### src/rtl/execute_divider_if.sv
// execute_divider_if: operand/result handshake bundle between the execute stage and the divider.
interface execute_divider_if #(
    parameter int WIDTH    = 32,
    parameter int REG_BITS = 5
);
    logic                flush;
    logic                in_valid;
    logic                in_hold;
    logic                is_signed;
    logic [WIDTH-1:0]    left_value;
    logic [WIDTH-1:0]    right_value;
    logic [REG_BITS-1:0] destination_register;
    logic                out_valid;
    logic                out_hold;
    logic [WIDTH-1:0]    quotient;
    logic [WIDTH-1:0]    remainder;
    logic [REG_BITS-1:0] out_destination_register;
    logic [3:0]          flags;
    modport master (
        output flush, in_valid, is_signed, left_value, right_value, destination_register, out_hold,
        input  in_hold, out_valid, quotient, remainder, out_destination_register, flags
    );
    modport slave (
        input  flush, in_valid, is_signed, left_value, right_value, destination_register, out_hold,
        output in_hold, out_valid, quotient, remainder, out_destination_register, flags
    );
endinterface

### src/rtl/execute_divider.sv
// execute_divider: radix-2 restoring signed/unsigned divider with valid/hold handshakes.
// Optional EXECUTE_DIVIDER_EARLY_OUT_EN skips the dividend's leading zeros.
module execute_divider #(
    parameter int WIDTH    = 32,
    parameter int REG_BITS = 5
) (
    input logic              clock,
    input logic              reset_n,
    execute_divider_if.slave bus
);
    localparam int CW = $clog2(WIDTH + 1);
    typedef enum logic [1:0] {S_IDLE, S_BUSY, S_FIXUP, S_DONE} state_t;
    state_t              r_state, w_next;
    logic [WIDTH-1:0]    r_dvd, r_dvs, r_rem, r_quo, r_rmd;
    logic [REG_BITS-1:0] r_dest;
    logic [3:0]          r_flags;
    logic [CW-1:0]       r_cnt, w_n;
    logic                r_qneg, r_rneg;
    logic                w_accept, w_lneg, w_rneg, w_dz, w_ovf, w_special, w_qbit;
    logic [WIDTH-1:0]    w_lmag, w_rmag, w_start, w_fq, w_fr;
    logic [WIDTH:0]      w_trial, w_diff;

    assign w_accept  = r_state == S_IDLE && bus.in_valid && !bus.flush;
    assign w_lneg    = bus.is_signed && bus.left_value[WIDTH-1];
    assign w_rneg    = bus.is_signed && bus.right_value[WIDTH-1];
    assign w_lmag    = w_lneg ? -bus.left_value : bus.left_value;
    assign w_rmag    = w_rneg ? -bus.right_value : bus.right_value;
    assign w_dz      = bus.right_value == '0;
    assign w_ovf     = bus.is_signed && bus.left_value == {1'b1, {(WIDTH-1){1'b0}}} && bus.right_value == '1;
    assign w_special = w_dz || w_ovf;
`ifdef EXECUTE_DIVIDER_EARLY_OUT_EN
    // Iteration count is the dividend's significant bit length; the magnitude is left-aligned to match.
    always_comb begin
        w_n = CW'(1);
        for (int i = 0; i < WIDTH; i++)
            if (w_lmag[i]) w_n = CW'(i + 1);
    end
    assign w_start = w_lmag << (WIDTH - int'(w_n));
`else
    assign w_n     = CW'(WIDTH);
    assign w_start = w_lmag;
`endif
    assign w_trial = {r_rem, r_dvd[WIDTH-1]};
    assign w_diff  = w_trial - {1'b0, r_dvs};
    assign w_qbit  = !w_diff[WIDTH];
    assign w_fq    = r_qneg ? -r_dvd : r_dvd;
    assign w_fr    = r_rneg ? -r_rem : r_rem;

    always_ff @(posedge clock or negedge reset_n)
        if (!reset_n) r_state <= S_IDLE;
        else          r_state <= w_next;

    always_comb begin
        w_next = r_state;
        case (r_state)
            S_IDLE:  if (w_accept) w_next = w_special ? S_DONE : S_BUSY;
            S_BUSY:  if (r_cnt == CW'(1)) w_next = S_FIXUP;
            S_FIXUP: w_next = S_DONE;
            S_DONE:  if (!bus.out_hold) w_next = S_IDLE;
            default: w_next = S_IDLE;
        endcase
        if (bus.flush) w_next = S_IDLE;
    end

    always_comb begin
        bus.out_valid = r_state == S_DONE;
        bus.in_hold   = bus.in_valid && r_state != S_IDLE;
    end

    assign bus.quotient                 = r_quo;
    assign bus.remainder                = r_rmd;
    assign bus.flags                    = r_flags;
    assign bus.out_destination_register = r_dest;

    // r_dvd shifts the dividend out while quotient bits shift in; it holds the quotient magnitude at FIXUP.
    always_ff @(posedge clock or negedge reset_n) begin
        if (!reset_n) begin
            r_dvd   <= '0;
            r_dvs   <= '0;
            r_rem   <= '0;
            r_quo   <= '0;
            r_rmd   <= '0;
            r_dest  <= '0;
            r_flags <= '0;
            r_cnt   <= '0;
            r_qneg  <= 1'b0;
            r_rneg  <= 1'b0;
        end else if (w_accept) begin
            r_dest <= bus.destination_register;
            r_qneg <= w_lneg ^ w_rneg;
            r_rneg <= w_lneg;
            r_dvd  <= w_start;
            r_dvs  <= w_rmag;
            r_rem  <= '0;
            r_cnt  <= w_n;
            if (w_special) begin
                r_quo   <= w_dz ? '1 : bus.left_value;
                r_rmd   <= w_dz ? bus.left_value : '0;
                r_flags <= 4'b0110;
            end
        end else if (r_state == S_BUSY && !bus.flush) begin
            r_rem <= w_qbit ? w_diff[WIDTH-1:0] : w_trial[WIDTH-1:0];
            r_dvd <= {r_dvd[WIDTH-2:0], w_qbit};
            r_cnt <= r_cnt - CW'(1);
        end else if (r_state == S_FIXUP && !bus.flush) begin
            r_quo   <= w_fq;
            r_rmd   <= w_fr;
            r_flags <= {1'b0, w_fq[WIDTH-1], 1'b0, w_fq == '0};
        end
    end
endmodule
### src/flat_wrapper.sv
// flat-port wrapper written by rule: the top's interface ports become plain ports
module execute_divider_flat 
#(
    parameter int WIDTH    = 32,
    parameter int REG_BITS = 5
)
  (clock, reset_n, bus_flush, bus_in_valid, bus_is_signed, bus_left_value, bus_right_value, bus_destination_register, bus_out_hold, bus_in_hold, bus_out_valid, bus_quotient, bus_remainder, bus_out_destination_register, bus_flags);
  execute_divider_if #(.WIDTH(WIDTH), .REG_BITS(REG_BITS)) bus_i ();
  input logic clock;
  input logic reset_n;
  input wire logic [$bits(bus_i.flush)-1:0] bus_flush;
  input wire logic [$bits(bus_i.in_valid)-1:0] bus_in_valid;
  input wire logic [$bits(bus_i.is_signed)-1:0] bus_is_signed;
  input wire logic [$bits(bus_i.left_value)-1:0] bus_left_value;
  input wire logic [$bits(bus_i.right_value)-1:0] bus_right_value;
  input wire logic [$bits(bus_i.destination_register)-1:0] bus_destination_register;
  input wire logic [$bits(bus_i.out_hold)-1:0] bus_out_hold;
  output wire logic [$bits(bus_i.in_hold)-1:0] bus_in_hold;
  output wire logic [$bits(bus_i.out_valid)-1:0] bus_out_valid;
  output wire logic [$bits(bus_i.quotient)-1:0] bus_quotient;
  output wire logic [$bits(bus_i.remainder)-1:0] bus_remainder;
  output wire logic [$bits(bus_i.out_destination_register)-1:0] bus_out_destination_register;
  output wire logic [$bits(bus_i.flags)-1:0] bus_flags;
  assign bus_i.flush = bus_flush;
  assign bus_i.in_valid = bus_in_valid;
  assign bus_i.is_signed = bus_is_signed;
  assign bus_i.left_value = bus_left_value;
  assign bus_i.right_value = bus_right_value;
  assign bus_i.destination_register = bus_destination_register;
  assign bus_i.out_hold = bus_out_hold;
  assign bus_in_hold = bus_i.in_hold;
  assign bus_out_valid = bus_i.out_valid;
  assign bus_quotient = bus_i.quotient;
  assign bus_remainder = bus_i.remainder;
  assign bus_out_destination_register = bus_i.out_destination_register;
  assign bus_flags = bus_i.flags;
  execute_divider #(.WIDTH(WIDTH), .REG_BITS(REG_BITS)) u_core (.clock(clock), .reset_n(reset_n), .bus(bus_i));
endmodule
### config.mk
export PLATFORM = sky130hd
export DESIGN_NAME = execute_divider_flat
export DESIGN_NICKNAME = d
export VERILOG_FILES = /design/src/rtl/execute_divider_if.sv /design/src/rtl/execute_divider.sv /design/src/flat_wrapper.sv
export SDC_FILE = /design/constraint.sdc
export NUM_CORES = 1
export LEC_CHECK = 0
export CELL_PAD_IN_SITES_DETAIL_PLACEMENT = 1
export CELL_PAD_IN_SITES_GLOBAL_PLACEMENT = 1
export CORE_MARGIN = 1.5
export CORE_UTILIZATION = 39
export CTS_CLUSTER_SIZE = 12
export DETAILED_ROUTE_END_ITERATION = 16
export MAX_ROUTING_LAYER = met4
export PLACE_DENSITY_LB_ADDON = 0.1
export SLEW_MARGIN = 20
export SYNTH_ARGS = -nofsm -noshare
export SYNTH_HDL_FRONTEND = slang
export SYNTH_SLANG_ARGS = --single-unit
### constraint.sdc
create_clock -name clock -period 3.45 [get_ports clock]
set_clock_uncertainty 0.2 [all_clocks]
set_input_delay 0.5175 -clock clock [delete_from_list [all_inputs] [get_ports clock]]
set_output_delay 0.5175 -clock clock [all_outputs]
set_load 0.03 [all_outputs]
### After elaboration in Yosys (flattened, before gate mapping)

Cells that the tools add are included.

* flip-flop bits (word level): 179
* output and inout port bits: 75

* $add $sub $neg: 6
* equal/unequal tests: 11
* mux-type cells: 31
* bitwise gates (word level): 1
* reductions and logical operators: 20

Operator list (number)
* $mux 32: 19
* $neg 32->32: 4
* $eq 32x32->1 const B: 2
* $logic_not 32->1: 2
* $sub 33x32->33: 1
* $mux 4: 4
* $mux 6: 2
* $mux 2: 5
* $logic_and 1x1->1: 9
* $pmux 2 s4: 1
* $eq 6x1->1 const B: 1
* $ne 3x2->1 const B: 2
* $reduce_and 3->1: 2
* $reduce_bool 2->1: 3
* $sub 6x1->6 const B: 1
* $eq 2x2->1 const B: 2
* $ne 3x3->1 const B: 1
* $eq 2x1->1 const B: 1
* $logic_not 1->1: 2
* $logic_not 2->1: 1
* $ne 2x1->1 const B: 1
* $ne 2x2->1 const B: 1
* $logic_or 1x1->1: 1
* $xor 1x1->1: 1

### Longest topological paths before layout

* depth after elaboration: 8
* mapped depth: 13
* mapped depth without buffers: 11

### Least setup slack after synthesis

No wires, ideal clock.

* path type: reg2reg
* from: register u_core.r_dvd[31]
* to: register u_core.r_rem[14]
* arrival: 3.111 ns
* data required time: 3.113 ns
* slack: 0.002 ns
* stages on the path, launching flop included: 13
* clock period less this slack: 3.448 ns
* cell sequence: dfrtp_1 > inv_1 > ha_1 > fa_1 > nand2b_1 > a21oi_1 > o31ai_1 > a211oi_1 > o21ai_1 > xnor2_2 > buf_2 > mux2i_1 > a21oi_1

* word-level cells in the longest chain between the ends: 4

RTL lines
* start: declaration: RTL line execute_divider.sv:14 `logic [WIDTH-1:0] r_dvd, r_dvs, r_rem, r_quo, r_rmd;`
* start signal: assignment: RTL line execute_divider.sv:92 `r_dvd <= w_start;`
* start signal: assignment: RTL line execute_divider.sv:103 `r_dvd <= {r_dvd[WIDTH-2:0], w_qbit};`
* $sub 33x32->33: RTL line execute_divider.sv:44 `assign w_diff = w_trial - {1'b0, r_dvs};`
* $mux 32: RTL line execute_divider.sv:102 `r_rem <= w_qbit ? w_diff[WIDTH-1:0] : w_trial[WIDTH-1:0];`
* $mux 32: RTL line execute_divider.sv:101 `end else if (r_state == S_BUSY && !bus.flush) begin`
* $mux 32: RTL line execute_divider.sv:88 `end else if (w_accept) begin`
* end signal: assignment: RTL line execute_divider.sv:102
* end: declaration: RTL line execute_divider.sv:14

Every way passes these cells. The select of a mux whose other input is x is not followed.
A chain may end at the register's enable or synchronous reset.

### Final worst setup path

* from: register u_core.r_dvd[0]
* to: register u_core.r_flags[0], in the netlist u_core.bus.flags[0]

* word-level cells in the longest chain between the ends: 6

RTL lines
* $neg 32->32: RTL line execute_divider.sv:46 `assign w_fq = r_qneg ? -r_dvd : r_dvd;`
* $mux 32 (*): RTL line execute_divider.sv:46
* $logic_not 32->1 (*): RTL line execute_divider.sv:108 `r_flags <= {1'b0, w_fq[WIDTH-1], 1'b0, w_fq == '0};`
* $mux 4 (*): RTL line execute_divider.sv:105 `end else if (r_state == S_FIXUP && !bus.flush) begin`
* $mux 4 (*): RTL line execute_divider.sv:101
* $mux 4 (*): RTL line execute_divider.sv:88
* end signal: assignment: RTL line execute_divider.sv:108
* end: declaration: RTL line execute_divider.sv:16 `logic [3:0] r_flags;`

Mark *: on every way between the ends. The rest lies on a longest branch, timed or not. The select of a mux whose other input is x is not followed.

==> results by stage <==
Run status:
- The flow ran to the end, but the final reports show violations.
- The checks that failed: setup timing.

Timing:
- The count of endpoints failing hold in the final timing report was 0.
- At the pin with the least slew margin, the transition time is around 0.64 ns.
- The setup violation total in the final timing report is 1.
- The highest clock rate is 284 MHz.
- In the post-route analysis, the smallest setup slack over all paths is -0.0675 ns.
- The worst hold-check slack is about 0.28 ns.
- Setup repair after global routing could not meet its margin everywhere.
- Dividing the final minimum period by the clock period gives 102%.
- The number of max-slew violations in the final report is 0.
- For the finished layout, the period the worst path requires is approximately 3.5 ns.
- Headroom to the max-slew limit came out at a little under three fifths.

Yosys:
- Counting every net in the synthesized netlist gives between 1500 and 2000.
- The total standard cell area after synthesis is between 10000 and 15000 sq um.
- The synthesized design contains around 180 register bits.
- The synthesized instance count is around 1600.
- The number of enable flip-flop cells after synthesis is 0.
- Of all flip-flops after synthesis, the portion carrying an async set or reset was 100%.
- The number of distinct library cell variants in the gate-level netlist after synthesis is approximately 70.
- During synthesis, Yosys emitted a total of 0 warnings.
- For this run, the leading register cell type out of synthesis is sky130_fd_sc_hd__dfrtp_1.
- The mean cell area of the mapped netlist is about 8 sq um.
- For this run, the register share of the synthesized area comes to around a third.

Clocking:
- The tree is rooted in a sky130_fd_sc_hd__clkbuf_16.
- Clock tree synthesis inserted a total of 17 buffers.
- The clock-pin slew on the worst setup and hold paths is approximately 0.070 ns.
- The number of buffers on the longest clock path is 2.
- The H-tree depth is 4.
- The clock net sink count is approximately 180.
- The clock latency on the worst-skew pair is around 0.44 ns.
- The clock tree from TritonCTS is done.

Global route:
- The via count of the first global-routing pass is 13400.
- The number of antenna violations at the first check in global routing came to 0.
- The first global-routing pass estimated approximately 70 mm of wire.
- Global routing finished with a remaining overflow of 0.
- The total global routing track utilization is 27.6%.
- Entering global routing, the biggest net connects between 100 and 150 pins.

Routing:
- The count of routing violations after the opening detailed-route iteration is 716.
- The detail route stage leaves a number of antenna-violating nets equal to 0.
- The pre-antenna-repair detailed-routing pass consisted of 5 iterations.
- After detailed routing, the number of remaining DRC violations is 0.
- The routed layout has roughly 13000 vias.
- Dividing the detail-routed wire length by the instance count gives just under 20 um.
- The routed wire length is ~45 mm.
- The average via count per standard cell is 5.50.

Die:
- The die extent in x is between 150 and 200 um.
- The floorplan step set the die height to approximately 180 um.
- The core region is approximately 32000 sq um.
- The floorplan step defined a die boundary enclosing around 34000 sq um.
- The floorplan has 66 rows.
- The number of ports placed on the die boundary is 150.
- Once the floorplan was initialized, standard cells occupied approximately two fifths of the core.

Placed design:
- The placed wire-length estimate after detailed placement is about 34 mm.
- Input and output buffers added on the ports amount to about 150.
- The placer congestion estimate is just over 0.9.
- The cell area after placement is 16000 sq um.

Setup path:
- The start-to-end type of the worst setup path is reg2reg.
- The critical path arrival is roughly 3.7 ns.
- The endpoint class of the critical path is a flop.
- In this run the worst path has a maximum fanout of 3.
- STA classifies the critical path startpoint as a flop.
- At the worst endpoint, the required time is 3.60 ns.

Layout:
- The number of nets in the layout is roughly 2000.
- The antenna diode count is 0.
- The layout overhead on the synthesized area is 32.1%.
- Once layout is complete, the utilization of the core stands at a little over half.
- The fraction of layout instances using a drive strength above 1 is between 10% and 20%.
- The final design area excluding fillers is 16900 sq um.

Power and ir drop:
- The power density relative to cell area is approximately 1100 nW/um^2.
- The static leakage power is around 7.3 nW.
- Total power for the finished layout comes to 17.8 mW.
- The worst-case IR drop observed on VDD is around 420 uV.

Min path:
- The class of the tightest hold or removal check is reg2reg.

Run:
- The number of max-cap violations is 0.
worst max-delay path: stages, from the launching register on:
cell and delay [ns]:
sky130_fd_sc_hd__dfrtp_1 0.40, sky130_fd_sc_hd__inv_2 0.09, sky130_fd_sc_hd__ha_4 0.13, sky130_fd_sc_hd__or4b_4 0.48
sky130_fd_sc_hd__or3_4 0.41, sky130_fd_sc_hd__o31ai_4 0.20, sky130_fd_sc_hd__xor2_1 0.26, sky130_fd_sc_hd__and3_1 0.20
sky130_fd_sc_hd__nand4_1 0.18, sky130_fd_sc_hd__or4_4 0.57, sky130_fd_sc_hd__o41ai_2 0.30
stage by stage:
stage	TNS [ns]	setup slack, ns	std cells
floorplan	0	0.00244	1594
global placement	-21.24	-0.333	2273
detailed placement	-26.74	-0.432	2273
CTS	-0.0274	-0.0274	2310
global route	-0.233	-0.196	2324
finish	-0.0675	-0.0675	2324
power breakdown:
part | switching, mW | total (mW) | internal (mW)
Clock | 0.916 | 1.99 | 1.08
Combinational | 6.55 | 11.9 | 5.31
Sequential | 0.875 | 3.91 | 3.04
Total | 8.34 | 17.8 | 9.42
layer usage:
layer  GRT usage [%]  part of all wire, %  vias up
li1                -                    -     6217
met1            34.4                   45     6247
met2            47.1                   49      266
met3            3.41                  3.5       60
met4            7.67                  2.1        0
met5               -                    0        -
flip-flops by register name (all words and copies together) (netlist names):
register / count
u_core.bus.quotient: 32
u_core.bus.remainder: 32
u_core.r_dvd: 32
u_core.r_dvs: 32
u_core.r_rem: 32
u_core.r_cnt: 6
u_core.bus.out_destination_register: 5
u_core.bus.flags: 3
u_core.r_state: 2
u_core.r_qneg: 1
u_core.r_rneg: 1
worst paths after layout:
check	startpoint	endpoint	slack, ns	cells after the start
setup / recovery	u_core.r_dvd[0]	u_core.bus.flags[0]	-0.07	10
hold / removal	u_core.bus.out_destination_register[4]	u_core.bus.out_destination_register[4]	0.28	2
setup reg to reg	u_core.r_dvd[0]	u_core.bus.flags[0]	-0.07	10
hold reg to reg	u_core.bus.out_destination_register[4]	u_core.bus.out_destination_register[4]	0.28	2
max in group asynchronous	reset_n	u_core.r_dvd[17]	1.76	3
min in group asynchronous	reset_n	u_core.r_dvd[5]	0.43	2
cells in the final DEF, fill, tap and decap left out, drive strengths merged, types with 9 or more instances in the layout:
master,n
nor3,27
nand4,24
or4,23
xnor2,88
a22oi,27
a211oi,11
clkdlybuf4s50,147
or3,18
xor2,62
o41ai,17
ha,44
clkbuf,17
a21oi,94
a31oi,35
nor4,16
o21ai,186
buf,216
a21o,15
nand2,262
mux2i,25
inv,67
o22ai,15
nand3,22
and3,9
o31ai,31
nor2,95
dfrtp,178
cell type report:
type,instances,area [sq um]
repair buffers,364,3230
clock inverters,15,153
clock buffers,17,425
flip-flops and latches,178,4450
fillers,3896,15500
inverters,61,229
well taps,442,553
multi-input cells,1247,7830
what timing repair did:
item / CTS / global route
hold endpoints to repair: 55 / 0
endpoints found under the setup margin: 24 / 71
hold buffers: 1 / 0
pin swaps: 10 / 13
gates resized for setup: 11 / 21
setup buffers: 4 / 14
cell usage after synthesis (all sizes together) (16+ instances only):
cell    instances  share of area [%]
xnor2          88                6.1
xor2           62                4.3
dfrtp         178                 35
nand3          22               0.86
o31ai          31                1.8
o21ai         186                7.3
o41ai          17                1.2
a31oi          35                1.7
nor3           27                1.1
or4            23                1.4
nor4           16               0.78
mux2i          25                2.0
or3            18               0.92
inv            61                1.8
nand2         262                7.7
a21oi          94                3.7
nor2           95                2.8
clkbuf         89                2.6
nand4          24                1.2
ha             44                4.3
buf            19               0.78
a22oi          27                1.6
kinds of logic after synthesis:
kind of cell	share of synthesized area, %
flip-flops	34.9
adder cells (fa/ha/maj)	4.47
other	0.0294
XOR/XNOR	10.3
AND/OR/NAND/NOR	19.5
AO/OA/AOI/OAI	23.1
multiplexers	2.49
buffers and inverters	5.19
No activity file was read; power rests on OpenSTA's default activity.
